===== src/rtl/mux5_pkg.sv =====
// ============================================================================
// Module   : mux5_pkg
// Brief    : Shared select codes, FSM state type and round-robin search helper
//            for the five-source byte arbiter.
// Revision : 1.0 - initial release
// ============================================================================
`default_nettype none

package mux5_pkg;

  localparam logic [2:0] SEL_IDLE = 3'd0;
  localparam logic [2:0] SEL_A    = 3'd1;
  localparam logic [2:0] SEL_B    = 3'd2;
  localparam logic [2:0] SEL_C    = 3'd3;
  localparam logic [2:0] SEL_D    = 3'd4;
  localparam logic [2:0] SEL_E    = 3'd5;

  typedef enum logic [0:0] {
    IDLE  = 1'b0,
    GRANT = 1'b1
  } state_t;

  // Returns {found, idx}; the search starts one past 'last' and wraps mod 5.
  function automatic logic [3:0] next_rr(input logic [4:0] req,
                                         input logic [2:0] last);
    logic [3:0] result;
    logic [2:0] idx;
    int         t;
    result = 4'b0000;
    for (int k = 1; k <= 5; k++) begin
      t = int'(last) + k;
      if (t >= 5) t = t - 5;
      idx = 3'(t);
      if (!result[3] && req[idx]) result = {1'b1, idx};
    end
    return result;
  endfunction

endpackage

`default_nettype wire


===== src/rtl/mux5_byte_sel.sv =====
// ============================================================================
// Module   : mux5_byte_sel
// Brief    : Combinational 5-to-1 byte mux with one-hot grant decode; codes
//            0, 6 and 7 give zero data and no grant.
// Revision : 1.0 - initial release
// ============================================================================
`default_nettype none

module mux5_byte_sel
  import mux5_pkg::*;
(
  input  logic [2:0] sel_i,
  input  logic [7:0] a_i,
  input  logic [7:0] b_i,
  input  logic [7:0] c_i,
  input  logic [7:0] d_i,
  input  logic [7:0] e_i,
  output logic [7:0] data_o,
  output logic [4:0] gnt_o
);

  always_comb begin
    data_o = 8'h00;
    gnt_o  = 5'b00000;
    case (sel_i)
      SEL_A: begin data_o = a_i; gnt_o = 5'b00001; end
      SEL_B: begin data_o = b_i; gnt_o = 5'b00010; end
      SEL_C: begin data_o = c_i; gnt_o = 5'b00100; end
      SEL_D: begin data_o = d_i; gnt_o = 5'b01000; end
      SEL_E: begin data_o = e_i; gnt_o = 5'b10000; end
      default: begin data_o = 8'h00; gnt_o = 5'b00000; end
    endcase
  end

endmodule

`default_nettype wire


===== src/rtl/mux5_rr_arbiter.sv =====
// ============================================================================
// Module   : mux5_rr_arbiter
// Brief    : Round-robin arbiter with bounded bursts sharing one byte channel
//            among five sources, valid/ready handshake downstream.
// Revision : 1.0 - initial release
// ============================================================================
`default_nettype none

module mux5_rr_arbiter #(
  parameter int HOLD_MAX = 4
) (
  input  logic       clk,
  input  logic       rst,
  input  logic [4:0] req,
  input  logic [7:0] a,
  input  logic [7:0] b,
  input  logic [7:0] c,
  input  logic [7:0] d,
  input  logic [7:0] e,
  output logic [2:0] sel,
  output logic [4:0] gnt,
  output logic [7:0] out_data,
  output logic       out_valid,
  input  logic       out_ready,
  output logic       busy
);
  import mux5_pkg::*;

  localparam logic [3:0] C_HOLD_LAST = 4'(HOLD_MAX - 1);

  state_t     state_q;
  logic [2:0] sel_q;
  logic [2:0] last_q;
  logic [3:0] cnt_q;

  logic [4:0] w_gnt;
  logic [7:0] w_data;
  logic [3:0] w_rr;
  logic       w_req_cur;
  logic       w_xfer;
  logic       w_release;

  mux5_byte_sel u_byte_sel (
    .sel_i  (sel_q),
    .a_i    (a),
    .b_i    (b),
    .c_i    (c),
    .d_i    (d),
    .e_i    (e),
    .data_o (w_data),
    .gnt_o  (w_gnt)
  );

  // Searching from last+1 already leaves the releasing source at the back of
  // the order, so it only wins again when it is the sole requester.
  assign w_rr      = next_rr(req, last_q);
  assign w_req_cur = |(w_gnt & req);
  assign w_xfer    = out_valid && out_ready;
  assign w_release = !w_req_cur || (w_xfer && (cnt_q == C_HOLD_LAST));

  always_ff @(posedge clk or posedge rst) begin
    if (rst) begin
      state_q <= IDLE;
      sel_q   <= SEL_IDLE;
      last_q  <= 3'd4;
      cnt_q   <= 4'd0;
    end else begin
      case (state_q)
        IDLE: begin
          if (w_rr[3]) begin
            state_q <= GRANT;
            sel_q   <= w_rr[2:0] + 3'd1;
            last_q  <= w_rr[2:0];
            cnt_q   <= 4'd0;
          end
        end
        GRANT: begin
          if (w_release) begin
            cnt_q <= 4'd0;
            if (w_rr[3]) begin
              sel_q  <= w_rr[2:0] + 3'd1;
              last_q <= w_rr[2:0];
            end else begin
              state_q <= IDLE;
              sel_q   <= SEL_IDLE;
            end
          end else if (w_xfer) begin
            cnt_q <= cnt_q + 4'd1;
          end
        end
        default: begin
          state_q <= IDLE;
          sel_q   <= SEL_IDLE;
        end
      endcase
    end
  end

  assign sel       = sel_q;
  assign gnt       = w_gnt;
  assign out_data  = w_data;
  assign busy      = (state_q == GRANT);
  assign out_valid = busy && w_req_cur;

endmodule

`default_nettype wire


===== config.mk =====
export PLATFORM = sky130hd
export DESIGN_NAME = mux5_rr_arbiter
export DESIGN_NICKNAME = d
export VERILOG_FILES = /design/src/rtl/mux5_pkg.sv /design/src/rtl/mux5_byte_sel.sv /design/src/rtl/mux5_rr_arbiter.sv
export SDC_FILE = /design/constraint.sdc
export NUM_CORES = 1
export LEC_CHECK = 0
export ABC_AREA = 1
export CAP_MARGIN = 25
export CORE_MARGIN = 2
export CORE_UTILIZATION = 47
export DETAILED_ROUTE_END_ITERATION = 12
export PLACE_DENSITY = 0.79
export SLEW_MARGIN = 20
export SYNTH_ARGS = -nofsm -noshare
export SYNTH_HDL_FRONTEND = slang
export SYNTH_SLANG_ARGS = --single-unit

===== constraint.sdc =====
create_clock -name clk -period 3.6 [get_ports clk]
set_input_delay 0.36 -clock clk [delete_from_list [all_inputs] [get_ports clk]]
set_output_delay 0.36 -clock clk [all_outputs]
set_load 0.01 [all_outputs]

**After elaboration in Yosys (flattened, before gate mapping)**

Index checks and enable logic that the tools add are counted.

- Output and inout bits: 18
- Register bits: 11
- Logic and storage cells: 89

- Equal/unequal tests: 9
- Reductions and logical operators: 16
- Multiplexer cells: 36
- Bitwise gates (word level): 2
- Magnitude comparators: 10
- $add $sub $neg: 12

Operators by type and width:

| kind | count |
|---|---|
| 8-bit one-hot mux with 5 select lines | 1 |
| 4-bit 2-to-1 mux | 8 |
| 3-bit 2-to-1 mux | 10 |
| 5-bit one-hot mux with 5 select lines | 1 |
| 4-bit by 3-bit >= comparator with 1-bit output (second input constant) | 5 |
| 3-bit by 4-bit less-than comparator with 1-bit output (second input constant) | 5 |
| 1-bit binary-select mux with 3-bit select | 5 |
| 3-bit subtractor (second input constant) | 5 |
| 3-bit one-hot mux with 2 select lines | 2 |
| 3-bit by 2-bit adder with 4-bit output (second input constant) | 2 |
| 3-bit by 3-bit adder with 4-bit output (second input constant) | 2 |
| 4-bit one-hot mux with 2 select lines | 1 |
| 1-bit logical AND | 7 |
| 1-bit 2-to-1 mux | 7 |
| 3-bit by 2-bit == test with 1-bit output (second input constant) | 2 |
| 3-bit == test (second input constant) | 2 |
| 5-bit AND | 1 |
| 1-bit zero test | 5 |
| 5-bit OR reduction | 1 |
| 3-bit by 1-bit adder with 4-bit output (second input constant) | 1 |
| 4-bit by 1-bit adder with 4-bit output (second input constant) | 1 |
| 4-bit by 2-bit == test with 1-bit output (second input constant) | 1 |
| 2-bit AND reduction | 2 |
| 3-bit by 1-bit adder with 3-bit output (second input constant) | 1 |
| 7 further kinds | 7 |

**Longest topological paths before layout**

Gate-level depths: netlist of the first run.

- Word-level depth: 22
- Gate-level depth with buffers: 23
- Depth with buffers taken out: 23

**Hierarchy**

A second synthesis of the first run with hierarchy kept.

- Cells, all modules: 345
- Area, all modules: 1979.4 sq um

Modules (own cells, without submodules):

| module | sequential area each (sq um) | times used | area each (sq um) | cells each |
|---|---|---|---|---|
| mux5_rr_arbiter | 276.5 | 1 | 1515.2 | 242 |
| mux5_byte_sel | 0.0 | 1 | 464.2 | 103 |

**Least setup slack after synthesis of the first run**

No wires, ideal clock.

- Path kind: register to register
- Start point: reg last_q[0]
- End point: reg cnt_q[0]
- Slack: 0.919 ns
- Buffers on the path: 0
- Arrival: 2.606 ns
- Cell stages (with the launch flop): 20
- Period minus slack after synthesis: 2.681 ns
- Path through: dfrtp_1 inv_2 ha_1 inv_1 fa_1 inv_1 nand3_2 nand2_4 nand2_1 nand3_1 nand2_1 nand2_1 nand2_2 inv_1 nand4_4 nor2_4 nand2_4 o21ai_4 nand2_2 o21ai_2

- Word-level cells in the longest chain between the ends: 20
- Elaborated cells on any way between the ends: 45

RTL lines:

| item | RTL line | RTL |
|---|---|---|
| start: declaration | mux5_rr_arbiter.sv:33 | `logic [2:0] last_q;` |
| start signal: assignment | mux5_rr_arbiter.sv:73 | `last_q <= w_rr[2:0];` |
| start signal: assignment | mux5_rr_arbiter.sv:82 | `last_q <= w_rr[2:0];` |
| 3-bit by 1-bit adder with 4-bit output | mux5_pkg.sv:31 | `t = int'(last) + k;` |
| 4-bit by 3-bit >= comparator with 1-bit output or 3-bit subtractor (tied branches) | mux5_pkg.sv:32 | `if (t >= 5) t = t - 5;` |
| 3-bit 2-to-1 mux | mux5_pkg.sv:32 |  |
| 1-bit binary-select mux with 3-bit select | mux5_pkg.sv:34 | `if (!result[3] && req[idx]) result = {1'b1, idx};` |
| 1-bit 2-to-1 mux (implied by the code) | mux5_pkg.sv:34 |  |
| 4-bit 2-to-1 mux | mux5_pkg.sv:34 |  |
| 1-bit zero test | mux5_pkg.sv:34 |  |
| 1-bit logical AND | mux5_pkg.sv:34 |  |
| (+4 left out) | n/a |  |
| 1-bit zero test | mux5_pkg.sv:34 |  |
| 1-bit logical AND | mux5_pkg.sv:34 |  |
| 4-bit 2-to-1 mux | mux5_pkg.sv:34 |  |
| 1-bit zero test | mux5_pkg.sv:34 |  |
| 1-bit logical AND | mux5_pkg.sv:34 |  |
| 4-bit 2-to-1 mux (*) | mux5_pkg.sv:34 |  |
| 2-bit inequality test (no source line) (*) | n/a |  |
| 2-bit AND reduction (no source line) (*) | n/a |  |
| end signal: assignment | mux5_rr_arbiter.sv:88 | `cnt_q <= cnt_q + 4'd1;` |
| end: declaration | mux5_rr_arbiter.sv:34 | `logic [3:0] cnt_q;` |

Mark *: on every way between the ends. The rest lies on a longest branch, timed or not. The select of a mux whose other input is x is not followed.
A chain may end at the register's enable or synchronous reset.

**Worst setup path after layout of the first run**

- Start point: reg last_q[1]
- End point: reg cnt_q[1]

Same word-level chain as after synthesis.

==> results of run 1 <==
## stage by stage
step | cells | area [sq um] | hold slack, ns | util (%)
global placement | 425 | 2650 | 0.507 | 66.8
global route | 429 | 2700 | 0.501 | 68.0
detailed placement | 425 | 2650 | 0.517 | 66.8
floorplan | 309 | 1940 | 0.212 | -
finish | 429 | 2700 | 0.418 | 68.0
CTS | 429 | 2700 | 0.434 | 68.0
## worst max-delay path, stage by stage (launching register included)
cell     delay [ns]
dfrtp_1        0.50
inv_1          0.23
ha_1           0.24
ha_1           0.35
or2_2          0.31
o21ai_1        0.28
o21ai_0        0.18
nand3_2        0.19
nand4_4        0.16
nor2_4         0.19
nand2_4        0.08
o21ai_4        0.15
nand2_2        0.09
o21ai_2        0.06
## cell families (layout without fill, tap and decap cells)
group,Yosys count,after routing,synth area share (%)
xor gates and xnor gates,3,3,1.36
DFF,11,11,14.3
and+or+nand+nor,208,208,54.4
buffers and inverters,38,108,8.14
adders and majority gates,12,12,8.14
AOI/OAI and AO/OA,37,37,13.7
## area by class of cell
| cell class | instances | area share (%) |
|---|---|---|
| repair buffers | 69 | 25.2 |
| clock buffers | 4 | 1.67 |
| flip-flops and latches | 11 | 10.2 |
| inverters | 35 | 4.87 |
| well taps | 50 | 2.32 |
| multi-input cells | 260 | 55.7 |
## routing by layer
metal	vias up	wire, microns	global-route usage [%]	share of wire, %
met5	-	0	0	0
met4	0	45	5.50	0.74
met3	9	379	2.96	6.2
met2	65	2980	45.0	49
met1	1021	2710	37.8	44
li1	1175	-	-	-
## registers in the layout, indices dropped and copies added, names as in the netlist
register / cells
busy: 1
cnt_q: 4
last_q: 3
sel: 3
## layout by cell type (no fill, tap or decap), types with 9 or more instances in the layout
cell and instances:
nand2_1 97, clkdlybuf4s50_1 65, nand3_1 34, inv_1 26, nor2_1 20, nand4_1 16, nand2_2 15, ha_1 11
dfrtp_1 10, inv_2 9
## final timing paths
check                           from   endpoint  slack [ns]
setup / recovery           last_q[1]   cnt_q[1]        0.51
hold / removal                   rst     sel[0]        0.42
setup reg to reg           last_q[1]   cnt_q[1]        0.51
hold reg to reg             cnt_q[3]   cnt_q[3]        0.53
max in group asynchronous        rst  last_q[2]        2.87
min in group clk            cnt_q[3]   cnt_q[3]        0.53
==> metrics.md, run 1 <==
| Metric | Value |
|---|---|
| Status | `completed` |
| Vias in the first global route | `2061` |
| Yosys cell types | `34` |
| Critical path class | `reg -> reg` |
| Crit end category | `flip-flop` |
| CTS Hold Bufs | `0` |
| Clock transition at the registers of the reported paths | `0.05 ns` |
| Final Max Slew Viols | `0` |
| Clock Sinks | `11` |
| Most frequent cell after synthesis | `nand2_1` |
| Top cells by area, synth | `nand2_1 19%, dfrtp_1 13%, nand3_1 8.8%, ha_1 7.1%, nand4_1 5.2%` |
| DR pass1 iterations | `4` |
| Gpl congestion | `0.971` |
| Post-CTS setup buffers | `0` |
| Initial antenna violation count | `0` |
| Via count | `2270` |
| Row count | `23` |
| Setup TNS Final | `0 ns` |
| Total clock buffers created by CTS | `3` |
| Core area | `0.00397 sq mm` |
| Vias per cell | `approximately 5.3` |
| DR DRC count | `0` |
| First DRT Iteration DRCs | `153` |
| HP Class | `in -> async` |
| Setup violators final | `0` |
| Tcrit/Tclk final | `85.8%` |
| Synth top area share | `18.8%` |
| Post-Synthesis Cell Area | `0.00194 sq mm` |
| Overflow after GRT | `0` |
| CTS tree | `built` |
| H-tree depth | `1` |
| Clock Tree Buf Depth | `2` |
| Dpl ws | `0.543 ns` |
| Async S/R FF share, synth | `100%` |
| CP required | `3.77 ns` |
| Fin. Hold Viols | `0` |
| N_diodes | `0` |
| PortBufs | `65` |
| Worst Tran Pin Value | `0.718 ns` |
| Die area | `roughly 0.0047 sq mm` |
| Final worst path period need | `3.09 ns` |
| Synth Net Count | `369` |
| Yosys warns | `0` |
| Register area share after synthesis | `14.3%` |
| DRT antenna net count | `0` |
| Unrepaired setup endpoints after global routing | `no` |
| Final #Nets | `440` |
| R2R depth | `13` |
| Area of the multi-input gates | `0.00150 sq mm` |
| Post_cts resized | `0` |
| Max FO, Critical Path | `8` |
| Die height | `about 70 microns` |
| # fillers | `~370` |
| Initial core utilization | `48.8%` |
| Synthesized instance count | `309` |
| Max Freq | `0.324 GHz` |
| Top_reg_cell synth | `dfrtp_1` |
| Crit start category | `flip-flop` |
| Post-synth EDFFs | `0` |
| Largest area contributor in the netlist | `nand2_1` |
| Max cap viols | `0` |
| Largest net degree at the start of global routing | `16` |
| Area Growth Syn to Fin | `39.3%` |
| Global-route wire length before repair | `between 9000 and 10000 microns` |
| I/O Pins | `66` |
| Die width | `68.2 microns` |
| Hpwl dp | `approximately 4900 microns` |
| Post-detailed-route wirelength per cell | `14.3 microns` |
| Register bit total from synthesis | `11` |
| Setup Skew | `between 0.0008 and 0.0009 ns` |
| GRT Overall Usage | `a little over a quarter` |
| Layout cell share with drive strength beyond 1 | `16.6%` |
| Synth top cells by count | `97 x nand2_1, 34 x nand3_1, 26 x inv_1` |
| Final setup margin | `0.510 ns` |
| Root Buffer | `clkbuf_8` |
| FF+latch area | `about 280 sq um` |
| Routed wire length | `6120 microns` |
| Max-Slew Margin vs Limit | `51.8%` |
| Clock Latency Late Sink | `roughly 0.24 ns` |
| CP arrival | `3.26 ns` |
| Syn avg cell area | `6.27 sq um` |
Power of run 1 is left out: the tool's default activity adds up to more than one toggle a clock period on the data nets, which glitch-free logic cannot reach.
==> run 2: changes to the inputs <==
--- a/config.mk
+++ b/config.mk
@@ -7,9 +7,10 @@
 export LEC_CHECK = 0
 export ABC_AREA = 1
 export CAP_MARGIN = 25
-export CORE_MARGIN = 2
+export CORE_MARGIN = 4
 export CORE_UTILIZATION = 47
 export DETAILED_ROUTE_END_ITERATION = 12
+export GPL_ROUTABILITY_DRIVEN = 0
 export PLACE_DENSITY = 0.79
 export SLEW_MARGIN = 20
 export SYNTH_ARGS = -nofsm -noshare
==> run 2 against run 1 <==
Compared with the run above:
- wire length up 1.9%
- clock skew about the same
- die area increased by 12%
- non-clock buffer count is the same
- critical path depth grew 3
- sequential cell count unchanged
==> metrics.md, run 2 (synthesis gave the netlist of run 1 again) <==
| Metric | Value |
|---|---|
| Status | `completed` |
| HP Class | `in -> async` |
| DR pass1 iterations | `5` |
| Crit end category | `flip-flop` |
| Setup Skew | `0.00129 ns` |
| Vias per cell | `5.55` |
| Fin. Hold Viols | `0` |
| Initial antenna violation count | `0` |
| Hpwl dp | `5150 microns` |
| Crit path cell chain | `inv_1 > ha_1 > ha_1 > or2_2 > o21ai_1 > o21ai_0 > nand3_2 > inv_2 > nand3_2 > nor2_1 > nor2_1 > nand2_1 > nor2_1 > nand2_1 > nand2_1 > nand2_1` |
| Critical path class | `reg -> reg` |
| Core area | `0.00400 sq mm` |
| Global-route wire length before repair | `roughly 10000 microns` |
| Via count | `approximately 2400` |
| I/O Pins | `66` |
| CTS Hold Bufs | `0` |
| Tcrit/Tclk final | `between 80% and 90%` |
| Max-Slew Margin vs Limit | `53.0%` |
| CP required | `3.73 ns` |
| Layout cell share with drive strength beyond 1 | `16.6%` |
| Unrepaired setup endpoints after global routing | `no` |
| CTS tree | `built` |
| Max Freq | `0.311 GHz` |
| First DRT Iteration DRCs | `318` |
| Setup violators final | `0` |
| Max reg flops | `4` |
| Overflow after GRT | `0` |
| Final worst path period need | `3.22 ns` |
| Most flop-heavy register | `cnt_q` |
| Total clock buffers created by CTS | `3` |
| N_diodes | `0` |
| DR DRC count | `0` |
| Die height | `72.2 microns` |
| Initial core utilization | `between 40% and 50%` |
| Post_cts resized | `0` |
| Row count | `23` |
| H-tree depth | `1` |
| Worst reg-to-reg setup slack | `just under 0.4 ns` |
| Max cap viols | `0` |
| Cell Count, Final, Fillers Out | `429` |
| Post-detailed-route wirelength per cell | `14.5 microns` |
| Final #Nets | `440` |
| Cells after DPL | `~430` |
| GRT Overall Usage | `24.3%` |
| Die width | `about 72 microns` |
| CP max-delay cell | `dfrtp_1` |
| Commonest non-fill, non-tap cell in the layout | `nand2_1` |
| Area Growth Syn to Fin | `39.3%` |
| Final Util | `between 60% and 70%` |
| Max FO, Critical Path | `8` |
| Die area | `between 0.005 and 0.006 sq mm` |
| Root Buffer | `clkbuf_8` |
| Clock Latency Late Sink | `0.24 ns` |
| PortBufs | `65` |
| Clock transition at the registers of the reported paths | `0.05 ns` |
| Largest net degree at the start of global routing | `16` |
| Setup TNS Final | `0 ns` |
| Most frequent cells in the layout | `97 x nand2_1, 65 x clkdlybuf4s50_1, 34 x nand3_1, 26 x inv_1, 20 x nor2_1` |
| Clock Sinks | `11` |
| Clock Tree Buf Depth | `2` |
| Vias in the first global route | `2124` |
| Final Max Slew Viols | `0` |
| Most Frequent Cell on Critical Path | `nand2_1` |
| Worst Tran Pin Value | `0.701 ns` |
| CP arrival | `3.34 ns` |
| Routed wire length | `6230 microns` |
| Worst path max stage delay | `0.51 ns` |
| DRT antenna net count | `0` |
| WHS | `just over 0.4 ns` |
| Crit start category | `flip-flop` |
| Post-CTS setup buffers | `0` |
==> run 2: cell counts in the layout (fill, tap and decap cells not counted) <==
Identical to the previous run, type by type.
==> run 2: final timing paths <==
path	cells after the start	from	end
max	16	last_q[1]	sel[2]
min	2	rst	cnt_q[1]
max reg2reg	16	last_q[1]	sel[2]
min reg2reg	2	cnt_q[1]	cnt_q[1]
max in group asynchronous	2	rst	last_q[2]
min in group clk	2	cnt_q[1]	cnt_q[1]
==> run 2: critical path, delay by kind of cell (launching register included) <==
| family | cells | cell delay [ns] |
|---|---|---|
| compound gates | 2 | 0.55 |
| flops | 1 | 0.51 |
| fa+ha+maj | 2 | 0.61 |
| buf+inv | 2 | 0.30 |
| simple gates | 10 | 1.15 |
==> run 2: layer usage <==
metal | share of wire [%] | GRT usage (%) | up-vias
li1 | - | - | 1180
met1 | 42 | 34.2 | 1085
met2 | 50 | 40.8 | 101
met3 | 6.9 | 1.94 | 13
met4 | 1.4 | 5.01 | 0
met5 | 0 | 0 | -
==> run 2: cell type report <==
type                            instances  area (sq um)
Multi-Input combinational cell        260          1500
Timing Repair Buffer                   69           681
Sequential cell                        11           277
Fill cell                             373          1300
Clock buffer                            4          45.0
Inverter                               35           131
Tap cell                               50          62.6
==> run 2: through the flow <==
stage               setup slack (ns)  instance area, sq um
floorplan                      0.919                  1940
global placement               0.486                  2650
detailed placement             0.465                  2650
CTS                            0.455                  2700
global route                   0.157                  2700
finish                         0.385                  2700
Power of run 2 is left out for the same reason.
